[config.mk]
export PLATFORM = sky130hd
export DESIGN_NAME = ifetch_unit
export DESIGN_NICKNAME = d
export VERILOG_FILES = /design/src/rtl/ifetch_pkg.sv /design/src/rtl/ifetch_pc.sv /design/src/rtl/ifetch_unit.sv
export SDC_FILE = /design/constraint.sdc
export NUM_CORES = 1
export LEC_CHECK = 0
export ABC_AREA = 1
export BUFFER_PORTS_ARGS = -buffer_cell sky130_fd_sc_hd__buf_2
export CAP_MARGIN = 0
export CORE_MARGIN = 2
export CORE_UTILIZATION = 30
export CTS_CLUSTER_SIZE = 25
export DETAILED_ROUTE_END_ITERATION = 10
export SKIP_LAST_GASP = 1
export SYNTH_ARGS = -nofsm -noshare
export SYNTH_HDL_FRONTEND = slang
export SYNTH_HIERARCHICAL = 1
export SYNTH_SLANG_ARGS = --single-unit
[constraint.sdc]
create_clock -name clk -period 3.4 [get_ports clk]
set_clock_uncertainty 0.05 [all_clocks]
set_input_delay 0.34 -clock clk [delete_from_list [all_inputs] [get_ports clk]]
set_output_delay 0.34 -clock clk [all_outputs]
set_load 0.005 [all_outputs]
[src/rtl/ifetch_pkg.sv]
// Shared definitions for the instruction fetch unit: state encoding, NOP, field positions.
// The ERR state exists only when FETCH_MISALIGN_TRAP_EN is defined.
package ifetch_pkg;

    localparam int ILEN = 32;
    localparam logic [ILEN-1:0] NOP_INST = 32'h0000_0013;

    localparam int OPCODE_LSB = 0;
    localparam int OPCODE_MSB = 6;
    localparam int RD_LSB     = 7;
    localparam int RD_MSB     = 11;
    localparam int FUNCT3_LSB = 12;
    localparam int FUNCT3_MSB = 14;
    localparam int RS1_LSB    = 15;
    localparam int RS1_MSB    = 19;
    localparam int RS2_LSB    = 20;
    localparam int RS2_MSB    = 24;
    localparam int FUNCT7_LSB = 25;
    localparam int FUNCT7_MSB = 31;

`ifdef FETCH_MISALIGN_TRAP_EN
    typedef enum logic [1:0] {
        ST_FETCH = 2'd0,
        ST_WAIT  = 2'd1,
        ST_VALID = 2'd2,
        ST_ERR   = 2'd3
    } fetch_state_e;
`else
    typedef enum logic [1:0] {
        ST_FETCH = 2'd0,
        ST_WAIT  = 2'd1,
        ST_VALID = 2'd2
    } fetch_state_e;
`endif

endpackage

[src/rtl/ifetch_pc.sv]
// Program counter: reset value, sequential +4 advance and redirect load.
// FETCH_MISALIGN_TRAP_EN exposes a misalignment flag; otherwise targets are word-aligned.
module ifetch_pc
    import ifetch_pkg::*;
#(
    parameter int              XLEN     = 64,
    parameter logic [XLEN-1:0] RESET_PC = '0
) (
    input  logic            clk,
    input  logic            rst_n,
    input  logic            advance_i,
    input  logic            load_i,
    input  logic [XLEN-1:0] target_i,
`ifdef FETCH_MISALIGN_TRAP_EN
    output logic            misalign_o,
`endif
    output logic [XLEN-1:0] pc_o
);

    logic [XLEN-1:0] pc_q;
    logic [XLEN-1:0] pc_d;
    logic [XLEN-1:0] target_aligned;

    assign target_aligned = target_i & ~{{(XLEN-2){1'b0}}, 2'b11};

`ifdef FETCH_MISALIGN_TRAP_EN
    assign misalign_o = |target_i[1:0];
`endif

    always_comb begin
        pc_d = pc_q;
        if (load_i) begin
            pc_d = target_aligned;
        end else if (advance_i) begin
            pc_d = pc_q + XLEN'(4);
        end
    end

    always_ff @(posedge clk or negedge rst_n) begin
        if (!rst_n) begin
            pc_q <= RESET_PC;
        end else begin
            pc_q <= pc_d;
        end
    end

    assign pc_o = pc_q;

endmodule

[src/rtl/ifetch_unit.sv]
// Single-outstanding instruction fetch FSM with redirect/kill handling and decoded field outputs.
// Define FETCH_MISALIGN_TRAP_EN to trap misaligned redirects into a sticky ERR state.
//
//   state | meaning
//   FETCH | issue one memory request at pc
//   WAIT  | request outstanding; kill_q drops the response after a redirect
//   VALID | instruction held on inst_* until decode accepts (stall=0)
//   ERR   | misaligned redirect seen; idle until reset (trap build only)
module ifetch_unit
    import ifetch_pkg::*;
#(
    parameter logic [63:0] RESET_PC = 64'h0,
    parameter int          XLEN     = 64
) (
    input  logic            clk,
    input  logic            rst_n,
    output logic            imem_req,
    output logic [XLEN-1:0] imem_addr,
    input  logic            imem_rvalid,
    input  logic [31:0]     imem_rdata,
    input  logic            redirect_valid,
    input  logic [XLEN-1:0] redirect_pc,
    input  logic            stall,
    output logic            inst_valid,
    output logic [31:0]     inst,
    output logic [XLEN-1:0] inst_pc,
    output logic [6:0]      opcode,
    output logic [2:0]      funct3,
    output logic [6:0]      funct7,
    output logic [4:0]      rd,
    output logic [4:0]      rs1,
    output logic [4:0]      rs2,
    output logic            misalign_err
);

    fetch_state_e    state_q, state_d;
    logic            kill_q, kill_d;
    logic [ILEN-1:0] inst_q, inst_d;
    logic [XLEN-1:0] inst_pc_q, inst_pc_d;
    logic            pc_load;
    logic            pc_adv;
    logic [XLEN-1:0] pc;

`ifdef FETCH_MISALIGN_TRAP_EN
    logic            misalign_q, misalign_d;
    logic            redirect_bad;
`endif

    ifetch_pc #(
        .XLEN     (XLEN),
        .RESET_PC (RESET_PC[XLEN-1:0])
    ) u_pc (
        .clk        (clk),
        .rst_n      (rst_n),
        .advance_i  (pc_adv),
        .load_i     (pc_load),
        .target_i   (redirect_pc),
`ifdef FETCH_MISALIGN_TRAP_EN
        .misalign_o (redirect_bad),
`endif
        .pc_o       (pc)
    );

    always_ff @(posedge clk or negedge rst_n) begin
        if (!rst_n) begin
            state_q    <= ST_FETCH;
            kill_q     <= 1'b0;
            inst_q     <= NOP_INST;
            inst_pc_q  <= '0;
`ifdef FETCH_MISALIGN_TRAP_EN
            misalign_q <= 1'b0;
`endif
        end else begin
            state_q    <= state_d;
            kill_q     <= kill_d;
            inst_q     <= inst_d;
            inst_pc_q  <= inst_pc_d;
`ifdef FETCH_MISALIGN_TRAP_EN
            misalign_q <= misalign_d;
`endif
        end
    end

    always_comb begin
        state_d   = state_q;
        kill_d    = kill_q;
        inst_d    = inst_q;
        inst_pc_d = inst_pc_q;
        pc_load   = 1'b0;
        pc_adv    = 1'b0;
`ifdef FETCH_MISALIGN_TRAP_EN
        misalign_d = misalign_q;
        if (state_q != ST_ERR && redirect_valid && redirect_bad) begin
            state_d    = ST_ERR;
            misalign_d = 1'b1;
            kill_d     = 1'b0;
        end else
`endif
        begin
            case (state_q)
                ST_FETCH: begin
                    if (redirect_valid) begin
                        pc_load = 1'b1;
                    end else begin
                        state_d = ST_WAIT;
                    end
                end
                ST_WAIT: begin
                    // A redirect coinciding with the response discards it immediately.
                    if (redirect_valid) begin
                        pc_load = 1'b1;
                        if (imem_rvalid) begin
                            kill_d  = 1'b0;
                            state_d = ST_FETCH;
                        end else begin
                            kill_d = 1'b1;
                        end
                    end else if (imem_rvalid) begin
                        if (kill_q) begin
                            kill_d  = 1'b0;
                            state_d = ST_FETCH;
                        end else begin
                            inst_d    = imem_rdata;
                            inst_pc_d = pc;
                            state_d   = ST_VALID;
                        end
                    end
                end
                ST_VALID: begin
                    if (redirect_valid) begin
                        pc_load = 1'b1;
                        state_d = ST_FETCH;
                    end else if (!stall) begin
                        pc_adv  = 1'b1;
                        state_d = ST_FETCH;
                    end
                end
`ifdef FETCH_MISALIGN_TRAP_EN
                ST_ERR: begin
                    state_d = ST_ERR;
                end
`endif
                default: begin
                    state_d = ST_FETCH;
                end
            endcase
        end
    end

    // A redirect in FETCH suppresses the request so no orphan response can follow.
    always_comb begin
        imem_req   = 1'b0;
        inst_valid = 1'b0;
        if (state_q == ST_FETCH) begin
            imem_req = rst_n & ~redirect_valid;
        end
        if (state_q == ST_VALID) begin
            inst_valid = 1'b1;
        end
    end

    assign imem_addr = pc;
    assign inst      = inst_q;
    assign inst_pc   = inst_pc_q;
    assign opcode    = inst_q[OPCODE_MSB:OPCODE_LSB];
    assign rd        = inst_q[RD_MSB:RD_LSB];
    assign funct3    = inst_q[FUNCT3_MSB:FUNCT3_LSB];
    assign rs1       = inst_q[RS1_MSB:RS1_LSB];
    assign rs2       = inst_q[RS2_MSB:RS2_LSB];
    assign funct7    = inst_q[FUNCT7_MSB:FUNCT7_LSB];

`ifdef FETCH_MISALIGN_TRAP_EN
    assign misalign_err = misalign_q;
`else
    assign misalign_err = 1'b0;
`endif

endmodule

# ---- After elaboration in Yosys (flattened, before gate mapping)
# Cells that the tools add are included.
dict set report op_classes {
  eq_ne 5
  n_reduce_logical 7
  bitwise 3
  add_sub_neg 1
  mux 20
}
# op n
set ops {}
lappend ops {{2-to-1 mux 64 bit} 2}
lappend ops {{adder 64 x 3 -> 64 bit, second input constant} 1}
lappend ops {{2-to-1 mux 2 bit} 7}
lappend ops {{2-to-1 mux 1 bit} 10}
lappend ops {{case mux 2 bit (3 select lines)} 1}
lappend ops {{!= test 2 bit, second input constant} 2}
lappend ops {{AND reduction 4 bit} 1}
lappend ops {{nonzero test 2 bit} 2}
lappend ops {{!= test 3 bit, second input constant} 1}
lappend ops {{AND reduction 3 bit} 1}
lappend ops {{OR reduction 3 bit} 1}
lappend ops {{equality test 2 x 1 -> 1 bit, second input constant} 1}
lappend ops {{equality test 2 bit, second input constant} 1}
lappend ops {{logical NOT 2 bit} 1}
lappend ops {{inverter 1 bit} 2}
lappend ops {{AND reduction 2 bit} 1}
lappend ops {{bitwise AND 1 bit} 1}
dict set report totals {
  reg_bits 163
  out_inout_bits 195
  wordCells 41
}

# ---- Longest topological paths before layout
# Gate-level depths: netlist of run 1.
dict set report logic_depth {
  ltp_word 5
  ltp_mapped 10
  mapped_depth_nobuf 10
}

# ---- Hierarchy
# The synthesis of run 1 kept the hierarchy.
# mod seq_area_each_um2 instances cells_each area_each_um2
set modules_own_cells {}
lappend modules_own_cells {ifetch_pc 1551.5 1 695 4635.7}
lappend modules_own_cells {ifetch_unit 2481.1 1 484 4356.7}

# ---- Worst setup path after synthesis of run 1
# No wires, ideal clock.
dict set report synth_path {
  kind {reg2reg}
  start {register state_q[1]}
  end {register u_pc.pc_q[43], in the netlist u_pc/pc_o[43]}
  stages_incl_launch_ff 11
  setup_ps 67
  synth_period_minus_slack_ps 1806
  slack_ps 1594
  arrival_time_ps 1690
  n_path_buf 2
  cell_sequence {dfrtp_1 -> inv_1 -> nor2_1 -> nand2_1 -> nor2_1 -> inv_1 -> nor2_1 -> buf_2 -> clkbuf_1 -> nand3_1 -> nand2_1}
}
# element line
set synth_lines {}
lappend synth_lines {{from (decl)} ifetch_unit.sv:36} ;# fetch_state_e state_q, state_d;
lappend synth_lines {{from (signal assigned)} ifetch_unit.sv:74} ;# state_q <= state_d;
lappend synth_lines {{equality test 2 bit} ifetch_unit.sv:100} ;# case (state_q)
lappend synth_lines {{2-to-1 mux 1 bit} ifetch_unit.sv:100}
lappend synth_lines {{named net pc_adv} ifetch_unit.sv:41} ;# logic pc_adv;
lappend synth_lines {{nonzero test 2 bit (no source line)} n/a}
lappend synth_lines {{to (signal assigned)} ifetch_pc.sv:43} ;# pc_q <= pc_d;
lappend synth_lines {{to (decl)} ifetch_pc.sv:20} ;# logic [XLEN-1:0] pc_q;
# The timed path passes the listed nets, and every way through them passes these cells.
# A chain may end at the register's enable or synchronous reset.

# ---- Worst setup path after layout of run 1
dict set report layout_path {
  start {register state_q[1]}
  end {register u_pc.pc_q[31], in the netlist u_pc/pc_o[31]}
}
# The elaborated chain is that of the path after synthesis.

==> impl_metrics.json, run 1 <==
{
  "setup_ws_ns": 0.9075,
  "die_h_um": 177.1,
  "initial_core_util": 0.3042,
  "clock_path_buffers": 2,
  "vias": 9053,
  "status": "finished, final reports clean",
  "worstHoldPathType": "in -> reg",
  "portBuffers": 290,
  "tns_ns": 0,
  "crit_path_start_kind": "register",
  "grt_pass1_vias": 8567,
  "final-setup-viol-count": 0,
  "coreArea_um2": 29560,
  "pre_cts_slack_ns": 0.9616,
  "power_leakage_nw": 5.788,
  "io-pin-count": 296,
  "ys_seq_elements": 161,
  "cp-end-kind": "register",
  "ys_seq_area_frac": 0.4484,
  "num-fill-cells": 3206,
  "cts-buffers-inserted": 17,
  "multi_input_area_um2": 4210,
  "drcViolationCount": 0,
  "dpl.hpwl_mm": 24.15,
  "maxSlewHeadroom": 0.2453,
  "ctsRootBufferMaster": "clkbuf_16",
  "cts_sinks": 161,
  "path_class": "reg -> reg",
  "avgSynthCellArea_um2": 7.627,
  "r2r-end": "u_pc/pc_o[31]",
  "drive_gt1_frac": 0.2606,
  "fin_crit_ns": 2.493,
  "cp_slowest_cell": "dfrtp_1",
  "cp.arrival_ns": 2.81,
  "clock_latency_ns": 0.43,
  "track_usage": 0.2089,
  "holdPathEnd": "u_pc/pc_o[6]",
  "synth_area_um2": 8992,
  "required_ns": 3.72,
  "antenna_found_initial": 5,
  "area_growth_pct": 23.65,
  "grt_pass1_wl_mm": 50.16,
  "grt_max_degree": 105,
  "max-cap-violations": 0,
  "register_area_um2": 4033,
  "hold_viol": 0,
  "place.gp.congestion": 0.9214,
  "rsz0062_at_grt": "no",
  "finalCritPeriodShare": 0.7331,
  "max_stage_delay_ns": 0.45,
  "min_from": "redirect_pc[6]",
  "yosysUniqueCellTypes": 35,
  "fmax_mhz": 401.2,
  "reg2reg_depth": 11,
  "die_area_um2": 31380,
  "fin_util": 0.3762,
  "reg2reg_from": "state_q[1]",
  "postCtsResizedCells": 0,
  "antenna_left": 0,
  "reg2reg_setup_slack_ns": 0.91,
  "worstMarginPinSlew_ns": 1.132,
  "drv_slew": 0,
  "path_clk_slew_ns": 0.08,
  "grt_overflow_total": 0,
  "ys.warnings.count": 6,
  "die_w_um": 177.1,
  "worstPathCellList": "inv_1, nor2_1, nand2_1, nor2_1, inv_1, nor2_2, clkinv_1, buf_4, a21oi_1, o21ai_0, nand2_1",
  "powerDensity_nw_per_um2": 661.5,
  "avgRoutedWirePerCell_um": 18.41,
  "finalWirelength_mm": 33.41,
  "via_per_inst": 4.988,
  "cts_max_level": 4,
  "cts_setup_buffers": 0,
  "syn_inst": 1179,
  "holdPathStages": 3,
  "cts_hold_buf": 1,
  "drt-pass1-iter-count": 5,
  "crit_path_max_fanout": 15,
  "fp-row-count": 63,
  "peakVddDrop_mv": 0.3333,
  "drt-initial-drc-count": 646,
  "layout.nets": 1509,
  "cts_tree": "built"
}
-- per-layer routing --
layer,vias up,wire [um],GRT usage
met5,-,13,0
met3,38,1962,0.03780
met1,4354,15130,0.2823
li1,4322,-,-
met2,337,15580,0.3345
met4,2,727,0.07404
-- kinds of logic after synthesis --
| group | Yosys count | synth area share |
|---|---|---|
| compound gates | 108 | 0.08098 |
| xor+xnor | 25 | 0.02435 |
| fa+ha+maj | 1 | 0.001391 |
| buf+inv | 162 | 0.08752 |
| flops | 161 | 0.4484 |
| other cells | 2 | 0.0008352 |
| simple gates | 720 | 0.3565 |
-- Yosys cell counts --
cell type,count,area share
buf_2,14,0.0078
o221ai_1,1,0.00097
o21ai_1,17,0.0095
dfstp_2,3,0.0088
buf_1,2,0.00084
nand3_1,58,0.032
o21bai_2,1,0.0013
nand3_2,2,0.0022
clkbuf_1,37,0.015
nor2_1,120,0.050
ha_1,1,0.0014
a21oi_1,11,0.0061
buf_6,3,0.0038
buf_4,37,0.031
nand2_4,4,0.0050
nor2_8,3,0.0067
o22ai_1,1,0.00070
inv_2,1,0.00042
nor3_2,1,0.0011
o211ai_1,3,0.0025
nand4_1,103,0.072
o21ai_2,1,0.00097
xnor2_1,15,0.015
o21bai_1,16,0.013
conb_1,2,0.00084
clkinv_1,2,0.00084
nand2_2,7,0.0049
xor2_1,10,0.0097
dfrtp_1,158,0.44
inv_1,66,0.028
nor2_2,8,0.0056
nor2_4,5,0.0063
nand2_1,409,0.17
a22oi_1,50,0.042
o21ai_0,7,0.0039
-- cell type report --
cell class / count / area share
Multi-Input combinational cell: 857 / 0.3786
Sequential cell: 161 / 0.3627
Timing Repair Buffer: 301 / 0.1401
Tap cell: 390 / 0.04388
Clock buffer: 19 / 0.03983
Inverter: 69 / 0.02329
Clock inverter: 13 / 0.01046
Antenna cell: 5 / 0.001125
-- flip-flops by register name, summed over array words and instances, names as in the netlist --
register / flops
u_pc/pc_o: 62
state_q: 2
inst_pc: 64
inst: 32
kill_q: 1
-- cells in the final DEF (no fill, tap or decap), drive strengths merged, types with 15 or more instances in the layout --
cell / instances
buf: 300
o21ai: 25
nand3: 60
clkbuf: 19
nand2: 420
xnor2: 15
nor2: 136
nand4: 103
o21bai: 17
a22oi: 50
dfrtp: 158
inv: 75
-- stage by stage --
step	hold WS [ns]	area, um^2	std cells	power [mW]
finish	0.06871	11120	1815	7.356
global route	0.08184	11120	1814	7.910
CTS	0.05395	11110	1810	7.444
detailed placement	0.2963	10540	1777	5.543
global placement	0.3028	10540	1777	5.501
floorplan	-0.005591	8996	1180	4.432
-- power breakdown --
group / total (mW) / switching (mW) / internal, mW
clock: 1.87 / 0.884 / 0.984
combinational: 2.31 / 1.32 / 0.991
sequential: 3.18 / 0.589 / 2.59
-- how the worst max path moves through the flow --
stage / from / endpoint / slack [ns] / cells after the start
after detailed placement: state_q[1] / u_pc/pc_o[31] / 0.96 / 11
after global placement: state_q[1] / u_pc/pc_o[31] / 1.04 / 11
after floorplan: state_q[1] / u_pc/pc_o[43] / 1.59 / 10
after global routing: state_q[1] / u_pc/pc_o[31] / 0.69 / 11
after CTS: state_q[1] / u_pc/pc_o[31] / 0.95 / 11
final: state_q[1] / u_pc/pc_o[31] / 0.91 / 11
-- critical path: cells and delay by family, from the launching register on --
kind / cells / cell delay, ns
flops: 1 / 0.45
simple gates: 5 / 0.93
compound gates: 2 / 0.21
buf+inv: 4 / 0.79
Power figures use the tool's default switching activity.
==> run 2: changes to the inputs <==
--- a/config.mk
+++ b/config.mk
@@ -5,7 +5,7 @@
 export SDC_FILE = /design/constraint.sdc
 export NUM_CORES = 1
 export LEC_CHECK = 0
-export ABC_AREA = 1
+export ABC_AREA = 0
 export BUFFER_PORTS_ARGS = -buffer_cell sky130_fd_sc_hd__buf_2
 export CAP_MARGIN = 0
 export CORE_MARGIN = 2
==> constraint.sdc (replaced) <==
create_clock -name clk -period 2.6 [get_ports clk]
set_clock_uncertainty 0.05 [all_clocks]
set_input_delay 0.26 -clock clk [delete_from_list [all_inputs] [get_ports clk]]
set_output_delay 0.26 -clock clk [all_outputs]
set_load 0.005 [all_outputs]
==> impl_metrics.json, run 2 <==
{
  "cts_tree": "built",
  "final-setup-viol-count": 0,
  "yosysUniqueCellTypes": 51,
  "io-pin-count": 296,
  "area_growth_pct": 36.96,
  "cts_setup_buffers": 0,
  "drive_gt1_frac": 0.4542,
  "dpl.hpwl_mm": 15.83,
  "synth_edf_count": 0,
  "finalCritPeriodShare": 0.9375,
  "path_clk_slew_ns": 0.07,
  "yosysTopAreaCellShare": 0.4991,
  "cp_slowest_cell": "or4_1",
  "drt-initial-drc-count": 324,
  "layout_common_cells": "289 x buf_2, 158 x dfrtp_1, 61 x dlygate4sd3_1",
  "initial_core_util": 0.3049,
  "setup_ws_ns": 0.1626,
  "path_class": "reg -> reg",
  "cp-end-kind": "register",
  "required_ns": 2.91,
  "cts_sinks": 161,
  "grt_overflow_total": 0,
  "netlist_top_cells_count": "158 x dfrtp_1, 57 x mux2_2, 54 x nand2_1",
  "status": "finished, final reports clean",
  "synthTopCellsByArea": "dfrtp_1 50%, mux2_2 8.1%, mux2_4 7.6%",
  "wl_met2_mm": 10.77,
  "ys.warnings.count": 6,
  "instances_no_fill": 1361,
  "worstMarginPinSlew_ns": 0.6388,
  "fmax_mhz": 410.3,
  "power_leakage_nw": 4.940,
  "worstPathCellList": "and2b_1, nor3b_2, buf_6, nand3_1, nor3_4, buf_12, nand4_4, or4_1, a31oi_1",
  "avgRoutedWirePerCell_um": 16.55,
  "fin_crit_ns": 2.437,
  "antenna_found_initial": 0,
  "die_h_um": 166.5,
  "crit_path_start_kind": "register",
  "syn_inst": 682,
  "grt_pass1_vias": 6438,
  "place.gp.congestion": 0.7582,
  "coreArea_um2": 25980,
  "ctsRootBufferMaster": "clkbuf_16",
  "synth-async-reset-ratio": 1.000,
  "pre_cts_slack_ns": 0.06064,
  "placed_cells": 1268,
  "wl_met1_mm": 10.27,
  "portBuffers": 290,
  "peakVddDrop_mv": 0.4735,
  "maxUsedRoutingLayer": "met4",
  "largest_reg_flops": 64,
  "maxSlewHeadroom": 0.5741,
  "cts-buffers-inserted": 17,
  "grt_pass1_wl_mm": 35.92,
  "clock_latency_ns": 0.44,
  "cp.arrival_ns": 2.74,
  "layout.nets": 1115,
  "reg2reg_setup_slack_ns": 0.16,
  "ys_seq_elements": 161,
  "finalWirelength_mm": 22.53,
  "vias": 6477,
  "via_per_inst": 4.759,
  "wl_met3_mm": 1.312,
  "drt-pass1-iter-count": 4,
  "post_dp_cell_area_um2": 9579,
  "grt_max_degree": 71,
  "max-cap-violations": 0,
  "synth-main-ff-cell": "dfrtp_1",
  "die_w_um": 166.5,
  "crit_path_max_fanout": 9,
  "avgSynthCellArea_um2": 11.62,
  "fp-row-count": 59,
  "max_stage_delay_ns": 0.53,
  "final_common_cell": "buf_2",
  "ys_seq_area_frac": 0.5090,
  "postLayoutCellArea_um2": 10850,
  "die_area_um2": 27720,
  "rsz0062_at_grt": "yes",
  "cts_max_level": 4,
  "track_usage": 0.1625,
  "synth.most_common_cell": "dfrtp_1",
  "drcViolationCount": 0,
  "clock_path_buffers": 2,
  "drv_slew": 0,
  "yosysTopAreaCell": "dfrtp_1",
  "powerDensity_nw_per_um2": 919.3,
  "antennaDiodeCount": 0,
  "hold_viol": 0,
  "synth_area_um2": 7923,
  "antenna_left": 0,
  "worstHoldPathType": "in -> reg"
}
==> run 2: cell types whose count changed after synthesis, moves of 38 or more <==
cell and change:
o21ai_0 +38, nand4_1 -65, a22oi_1 -50, nor2_1 -83, inv_1 -62, nand2_1 -355
mux2_4 +40, mux2_2 +57
==> run 2: layout make-up <==
type                       instances  area (um^2)
clock buffer                      21        470.5
sequential                       161         4033
clock inverter                    11        175.2
inverter                           5        18.77
multi-input combinational        450         3397
fill                            2531        15130
timing repair buffer             378         2337
tap                              335        419.2
==> run 2: logic make-up (layout without fill, tap and decap cells) <==
| kind of cell | count (synthesis) | after routing | synth area share |
|---|---|---|---|
| AO/OA/AOI/OAI | 92 | 92 | 0.06554 |
| multiplexers | 98 | 98 | 0.1581 |
| flip-flops | 161 | 161 | 0.5090 |
| XOR/XNOR | 35 | 35 | 0.03869 |
| adder cells (fa/ha/maj) | 1 | 1 | 0.001579 |
| other | 2 | 3 | 0.0009479 |
| buffers and inverters | 72 | 415 | 0.06601 |
| AND/OR/NAND/NOR | 221 | 221 | 0.1601 |
==> run 2: final timing paths <==
path,start,end,cells past startpoint
min reg2reg,inst_pc[27],inst_pc[27],1
min in group asynchronous,rst_n,inst[3],2
max in group asynchronous,rst_n,u_pc/pc_o[10],3
max reg2reg,state_q[0],u_pc/pc_o[45],9
max,state_q[0],u_pc/pc_o[45],9
min,redirect_pc[31],u_pc/pc_o[31],3
==> run 2: repair_timing <==
action,in CTS,in global routing
hold endpoints to repair,88,1
endpoints found under the setup margin,0,21
gates resized for setup,0,3
hold buffers,60,1
==> run 2: layer usage <==
layer,vias up,GRT usage
met1,3150,0.2196
met4,0,0.03448
met2,203,0.2673
met3,11,0.03731
li1,3113,-
met5,-,0
==> run 2: power by group <==
group	switching [mW]	internal, mW	total (mW)
Combinational	1.21	1.86	3.08
Clock	1.11	1.70	2.81
Sequential	0.666	3.43	4.09
==> run 2: worst max-delay path: cells and delay by family (launching register included) <==
kind | cells | cell delay [ns]
AOI/OAI and AO/OA | 1 | 0.17
buffers and inverters | 2 | 0.31
DFF | 1 | 0.38
and+or+nand+nor | 6 | 1.44
==> run 2: metrics by stage <==
| stage | hold WS [ns] | utilization | setup TNS [ns] | total power, mW |
|---|---|---|---|---|
| global route | 0.002909 | 0.4176 | -0.01454 | 10.57 |
| detailed placement | 0.1129 | 0.3686 | 0 | 7.179 |
| global placement | 0.1125 | 0.3686 | 0 | 7.104 |
| finish | 0.009214 | 0.4176 | 0 | 9.975 |
| CTS | 0.0008371 | 0.4166 | 0 | 10.10 |
| floorplan | -0.08559 | - | 0 | 5.944 |
